==> config.mk <==
export PLATFORM = sky130hd
export DESIGN_NAME = network_interface_bridge
export DESIGN_NICKNAME = d
export VERILOG_FILES = /design/src/rtl/network_interface_bridge.sv
export SDC_FILE = /design/constraint.sdc
export NUM_CORES = 1
export LEC_CHECK = 0
export ABC_AREA = 1
export CORE_MARGIN = 2
export CORE_UTILIZATION = 30
export CTS_CLUSTER_DIAMETER = 200
export DETAILED_ROUTE_END_ITERATION = 8
export SETUP_SLACK_MARGIN = 0.3
export SYNTH_ARGS = -nofsm -noshare
export SYNTH_HDL_FRONTEND = slang
export SYNTH_SLANG_ARGS = --single-unit
==> constraint.sdc <==
create_clock -name clk -period 8.7 [get_ports clk]
set_input_delay 1.74 -clock clk [delete_from_list [all_inputs] [get_ports clk]]
set_output_delay 1.74 -clock clk [all_outputs]
set_load 0.01 [all_outputs]
==> src/rtl/network_interface_bridge.sv <==
// Network interface bridge: filtered router->PE ingress FIFO and source-stamping
// PE->router egress FIFO, both first-word-fall-through and fully independent.

package nib_pkg;
  function automatic int isqrt(input int n);
    int r;
    r = 0;
    while ((r + 1) * (r + 1) <= n) r++;
    return r;
  endfunction

  function automatic int seq_width(input int network_size);
    return $clog2(isqrt(network_size) * 2);
  endfunction
endpackage

// Synchronous FIFO with wrapping pointers and an occupancy counter; head is
// visible combinationally so the consumer sees data one cycle after a push.
module nib_fifo #(
  parameter int W     = 8,
  parameter int DEPTH = 4
) (
  input  logic         clk,
  input  logic         rst,
  input  logic         push,
  input  logic [W-1:0] push_data,
  input  logic         pop,
  output logic         full,
  output logic         empty,
  output logic [W-1:0] head
);
  localparam int PW = $clog2(DEPTH);
  localparam int CW = PW + 1;

  logic [W-1:0]  mem [DEPTH];
  logic [PW-1:0] wr_ptr;
  logic [PW-1:0] rd_ptr;
  logic [CW-1:0] count;
  logic          do_push;
  logic          do_pop;

  assign full    = (count == CW'(DEPTH));
  assign empty   = (count == '0);
  assign head    = mem[rd_ptr];
  assign do_push = push && !full;
  assign do_pop  = pop && !empty;

  always_ff @(posedge clk) begin
    if (do_push) mem[wr_ptr] <= push_data;
  end

  // Power-of-two depth lets the pointers wrap by plain overflow.
  always_ff @(posedge clk) begin
    if (rst) begin
      wr_ptr <= '0;
      rd_ptr <= '0;
      count  <= '0;
    end else begin
      if (do_push) wr_ptr <= wr_ptr + PW'(1);
      if (do_pop)  rd_ptr <= rd_ptr + PW'(1);
      case ({do_push, do_pop})
        2'b10:   count <= count + CW'(1);
        2'b01:   count <= count - CW'(1);
        default: count <= count;
      endcase
    end
  end
endmodule

module network_interface_bridge #(
  parameter int          NETWORK_SIZE  = 256,
  parameter int unsigned LOCAL_ADDRESS = 8'b00000000,
  parameter int          FIFO_DEPTH    = 4,
  localparam int         ADDR_W        = $clog2(NETWORK_SIZE),
  localparam int         SEQ_W         = nib_pkg::seq_width(NETWORK_SIZE),
  localparam int         PACKET_SIZE   = 3 + SEQ_W + 2 * ADDR_W + 32
) (
  input  logic                   clk,
  input  logic                   rst,
  input  logic                   R_NI_valid,
  input  logic [PACKET_SIZE-1:0] R_NI_packet,
  output logic                   R_NI_ready,
  output logic                   NI_PE_valid,
  output logic [PACKET_SIZE-1:0] NI_PE_packet,
  input  logic                   NI_PE_ready,
  input  logic                   PE_NI_valid,
  input  logic [PACKET_SIZE-1:0] PE_NI_packet,
  output logic                   PE_NI_ready,
  output logic                   NI_R_valid,
  output logic [PACKET_SIZE-1:0] NI_R_packet,
  input  logic                   NI_R_ready,
  output logic [7:0]             drop_count
);
  // Handshake: a packet moves only on a rising edge where valid && ready; ready
  // never looks at valid, and a producer may hold or change an unaccepted packet.

  localparam int SRC_LSB = 32;
  localparam int DST_LSB = 32 + ADDR_W;
  localparam logic [ADDR_W-1:0] LOCAL = ADDR_W'(LOCAL_ADDRESS);

  logic                   in_full, in_empty;
  logic                   eg_full, eg_empty;
  logic                   in_xfer, in_accept;
  logic                   eg_xfer;
  logic [ADDR_W-1:0]      in_dest;
  logic [2:0]             in_type;
  logic [PACKET_SIZE-1:0] eg_data;

  assign in_dest   = R_NI_packet[DST_LSB +: ADDR_W];
  assign in_type   = R_NI_packet[PACKET_SIZE-1 -: 3];
  assign in_accept = (in_dest == LOCAL) || (in_type == 3'b111);

  // Ready is forced low during reset so nothing is taken while state clears.
  assign R_NI_ready = !in_full && !rst;
  assign PE_NI_ready = !eg_full && !rst;
  assign in_xfer = R_NI_valid && R_NI_ready;
  assign eg_xfer = PE_NI_valid && PE_NI_ready;

  assign NI_PE_valid = !in_empty;
  assign NI_R_valid  = !eg_empty;

  always_comb begin
    eg_data = PE_NI_packet;
    eg_data[SRC_LSB +: ADDR_W] = LOCAL;
  end

  nib_fifo #(.W(PACKET_SIZE), .DEPTH(FIFO_DEPTH)) u_ingress (
    .clk       (clk),
    .rst       (rst),
    .push      (in_xfer && in_accept),
    .push_data (R_NI_packet),
    .pop       (NI_PE_ready),
    .full      (in_full),
    .empty     (in_empty),
    .head      (NI_PE_packet)
  );

  nib_fifo #(.W(PACKET_SIZE), .DEPTH(FIFO_DEPTH)) u_egress (
    .clk       (clk),
    .rst       (rst),
    .push      (eg_xfer),
    .push_data (eg_data),
    .pop       (NI_R_ready),
    .full      (eg_full),
    .empty     (eg_empty),
    .head      (NI_R_packet)
  );

  // Filtered packets are still consumed; only the counter records them.
  always_ff @(posedge clk) begin
    if (rst) begin
      drop_count <= '0;
    end else if (in_xfer && !in_accept && (drop_count != 8'hFF)) begin
      drop_count <= drop_count + 8'd1;
    end
  end
endmodule

After elaboration in Yosys (flattened, before gate mapping)
Memories as Yosys holds them, arrays and structs flattened. A register that Yosys moved wholly into a read port is not among the register bits.
Cells that the tools add are included.

word-level totals
  input port bits = 118
  logic and storage cells = 59
  memories kept = 2
  register bits after elaboration = 22
  memory bits (writable) = 416
  output and inout bits = 124

operators by class
  muxes and demuxes = 10
  add/subtract/negate cells = 9
  eq/ne operators = 8
  reductions and logical operators = 23

memory list
  name           words  width  rd ports  clocked after memory_dff  wr ports  line  source
  u_ingress.mem  4      56     1         1                         1         35    logic [W-1:0] mem [DEPTH];
  u_egress.mem   4      48     1         1                         1         35

operator list
  operator                                             number
  one-hot mux 3 bit (2 select lines)                   2
  logical AND 1 bit                                    11
  equality test 3 bit, second input constant           3
  adder 2 x 1 -> 2 bit, second input constant          4
  adder 8 x 1 -> 8 bit, second input constant          1
  zero test 8 bit                                      1
  2-to-1 mux 2 bit                                     4
  inequality test 8 bit, second input constant         1
  adder 3 x 1 -> 3 bit, second input constant          2
  zero test 1 bit                                      6
  zero test 3 bit                                      2
  subtractor 3 x 1 -> 3 bit, second input constant     2
  equality test 2 x 1 -> 1 bit, second input constant  2
  equality test 2 bit, second input constant           2
  2-to-1 mux 1 bit                                     4
  nonzero test 2 bit                                   2
  logical OR 1 bit                                     1

Longest topological paths before layout
  word-level depth = 8
  gate-level depth with buffers = 12
  depth with buffers taken out = 12

Hierarchy
Synthesis repeated with hierarchy kept, for this count alone.

second synthesis, totals
  cells, all modules = 1326
  area, all modules = 18904.4 sq um

by module, submodules not included
  module                    cells an instance  times used  area each (sq um)  seq. area each (sq um)
  nib_fifo at u_egress      612                1           9175.0             6906.6
  nib_fifo at u_ingress     612                1           9146.3             6906.6
  network_interface_bridge  102                1           583.1              160.2

Worst setup path before layout
Ideal clock, no wire load.

  path kind = input to register
  start = input port R_NI_packet[40]
  end = memory u_ingress.mem[0][0] (netlist name), enable pin
  setup slack = 3695 ps
  setup time = 470 ps
  stages on the path = 5
  required time = 8230 ps
  arrival = 4535 ps
  path buffers = 0
  cells stage by stage = nor2_1 nand2_1 o21ai_2 nand2_2 nor2_1

between the ends
  word-level cells in the longest chain between the ends = 6

RTL lines
  element                                 line  source
  from (decl)                             81    input logic [PACKET_SIZE-1:0] R_NI_packet,
  zero test 8 bit                         111   assign in_accept = (in_dest == LOCAL) || (in_type == 3'b111);
  logical OR 1 bit                        111
  logical AND 1 bit                       130   .push (in_xfer && in_accept),
  logical AND 1 bit                       45    assign do_push = push && !full;
  2-to-1 mux 1 bit                        49    if (do_push) mem[wr_ptr] <= push_data;
  2-to-1 mux 1 bit (implied by the code)  49
  to (decl)                               35

No other way between the ends.

Final worst setup path
  start = input port rst
  end = output port R_NI_ready

between the ends
  word-level cells in the longest chain between the ends = 2

RTL lines
  element            line  source
  from (decl)        79    input logic rst,
  zero test 1 bit    114   assign R_NI_ready = !in_full && !rst;
  logical AND 1 bit  114
  to (decl)          82    output logic R_NI_ready,

No other way between the ends.

==> impl_metrics.json <==
{
  "outcome": "finished, final reports clean",
  "ys_seq_elements": 442,
  "layoutNonFillerInstCount": 2231,
  "hold-path-cell-count": 2,
  "max_freq_mhz": 191,
  "netlist.area_leader.share": 0.741,
  "worstMarginPinSlew_ns": 1.00,
  "coreArea_mm2": 0.0553,
  "hp-class": "reg2reg",
  "die_h_um": 241,
  "drive_gt1_frac": 0.0716,
  "cts_resized": 0,
  "slew_viol_final": 0,
  "power_density_mw_per_mm2": 236,
  "routed_wl_mm": 38.6,
  "wl_per_cell_um": 17.3,
  "antenna_found_initial": 6,
  "cp.arrival_ns": 3.49,
  "rsz0062_at_grt": "no",
  "synth_area_leaders": "edfxtp_1, o21ai_0, nor2_1, o22ai_1, dfxtp_1",
  "synth_ff_type": "edfxtp_1",
  "regArea_mm2": 0.0130,
  "critical_path_class": "in2out",
  "yosys.area.top_type": "edfxtp_1",
  "cts.sinks": 442,
  "clock_latency_ns": 0.56,
  "synth-xor-area-share": 0,
  "crit_fanout": 20,
  "grt_pass1_wl_mm": 57.8,
  "setup_violations": 0,
  "worst_r2r_path_depth": 7,
  "seq_area_frac_synth": 0.772,
  "leakagePower_nw": 6.99,
  "required_ns": 6.96,
  "synth-compound-area-share": 0.109,
  "grt_pass1_vias": 10200,
  "synthArstFlopShare": 0,
  "finalCritPeriodShare": 0.601,
  "synth_top_family_by_area": "compound AO/OA/AOI/OAI gates",
  "fin_nets": 1576,
  "synth_fa_ha_area_frac": 0.0105,
  "routed_via_density": 4.63,
  "final_cell_mix": "edfxtp_1, nor2_1, clkdlybuf4s50_1",
  "cts_setup_buffers": 0,
  "cts_buffers": 47,
  "dp_slack_ns": 3.38,
  "layout_commonest_cell": "edfxtp_1",
  "startpoint_type": "primary input",
  "finalPower_mw": 5.03,
  "root_buffer": "clkbuf_16",
  "initialDrtViolationCount": 634,
  "cts_tree": "yes",
  "skew_ns": 0.0145,
  "ff2ff_setup_slack_ns": 5.89,
  "initial_core_util": 0.305,
  "port_buffers": 225,
  "cap_violations": 0,
  "overflow": 0,
  "synth_cell_types": 29,
  "postRouteAntennaNets": 0,
  "drc": 0,
  "drtPass1Iterations": 5,
  "fillers": 5229,
  "num_io_pins": 242,
  "syn_area_mm2": 0.0168,
  "synth.mux.area_fraction": 0,
  "track_usage": 0.129,
  "synth_edf_count": 416,
  "ctsLongestPathBuffers": 3,
  "die_x_um": 241,
  "finalHoldViolations": 0,
  "worstSetupEndpointType": "primary output",
  "ir_drop_mv": 0.152,
  "area_growth_pct": 26.4,
  "num_rows": 86,
  "relSlewSlack": 0.330,
  "worst_slack_ns": 3.47,
  "gp_congestion": 0.722,
  "fin_setup_tns_ns": 0,
  "die_area_mm2": 0.0581,
  "grt_max_degree": 97,
  "dp_cells": 2144,
  "ctsHoldBuffers": 0,
  "hpwl_mm": 21.5,
  "ys_warn_count": 0,
  "h-tree-depth": 2,
  "num_vias": 10300,
  "syn_inst": 1227,
  "synth.avg_cell_area_um2": 13.7,
  "multiInputGateArea_mm2": 0.00331,
  "synth-simple-area-share": 0.0714,
  "cts.clk_slew.worst_paths_ns": 0.06,
  "min_period_ns": 5.23
}
-- sequential cells by signal, indices dropped and copies added (netlist names), 3 cells and up, named ones only --
name and flops:
u_egress.count 3, u_egress.mem 192, u_ingress.count 3, u_ingress.mem 224
drop_count 8
-- routing by layer --
layer / GRT usage / share of wire / vias to the layer above
met2: 0.214 / 0.47 / 270
li1: - / - / 4951
met1: 0.155 / 0.42 / 5034
met3: 0.0482 / 0.089 / 63
met5: 0 / 0.0016 / -
met4: 0.0412 / 0.020 / 10
-- critical path, cell delays in order --
cell	delay, ns
clkdlybuf4s50_1	0.53
inv_1	0.51
nand2_1	0.12
inv_1	0.07
clkdlybuf4s50_1	0.52
-- final cells by class --
cell class,instances,area share
repair buffers,240,0.111
well taps,748,0.0439
inverters,46,0.00822
diodes,3,0.000352
multi-input cells,668,0.156
clock buffers,58,0.0576
flip-flops and latches,442,0.611
clock inverters,26,0.0123
-- power breakdown --
| group | internal (mW) | leakage (nW) | switching, mW |
|---|---|---|---|
| clock | 1.15 | 0.733 | 0.797 |
| sequential | 2.37 | 3.97 | 0.0258 |
| combinational | 0.301 | 2.29 | 0.382 |
| total | 3.82 | 6.99 | 1.20 |
-- cell usage after synthesis (2+ instances only) --
master	n
a21oi_1	14
o22ai_1	104
fa_1	2
inv_1	40
nand2_1	29
edfxtp_1	416
ha_1	11
dfxtp_1	26
buf_6	9
and2_1	2
clkbuf_2	2
nand2_2	3
o21ai_1	30
inv_2	5
buf_2	20
nor2_1	252
clkbuf_1	34
o21ai_0	191
buf_4	13
nand3_1	15
-- worst paths after layout --
check	from	to
worst max register to register	u_ingress.count[1]	u_ingress.mem[0][8]
worst max-delay path	rst	R_NI_ready
worst min-delay path	u_egress.rd_ptr[1]	register
worst min register to register	u_egress.rd_ptr[1]	register
-- metrics by stage --
stage / utilization / area [um^2] / hold WS [ns]
global route: 0.385 / 21300 / 0.491
detailed placement: 0.358 / 19800 / 0.462
finish: 0.385 / 21300 / 0.474
global placement: 0.358 / 19800 / 0.456
CTS: 0.385 / 21300 / 0.474
floorplan: - / 16900 / 0.436
-- kinds of logic after synthesis --
| family | Yosys count |
|---|---|
| DFF | 442 |
| AOI/OAI and AO/OA | 341 |
| and+or+nand+nor | 306 |
| buffers and inverters | 124 |
| adders and majority gates | 13 |
| other | 1 |
No activity file was read; power rests on OpenSTA's default activity.
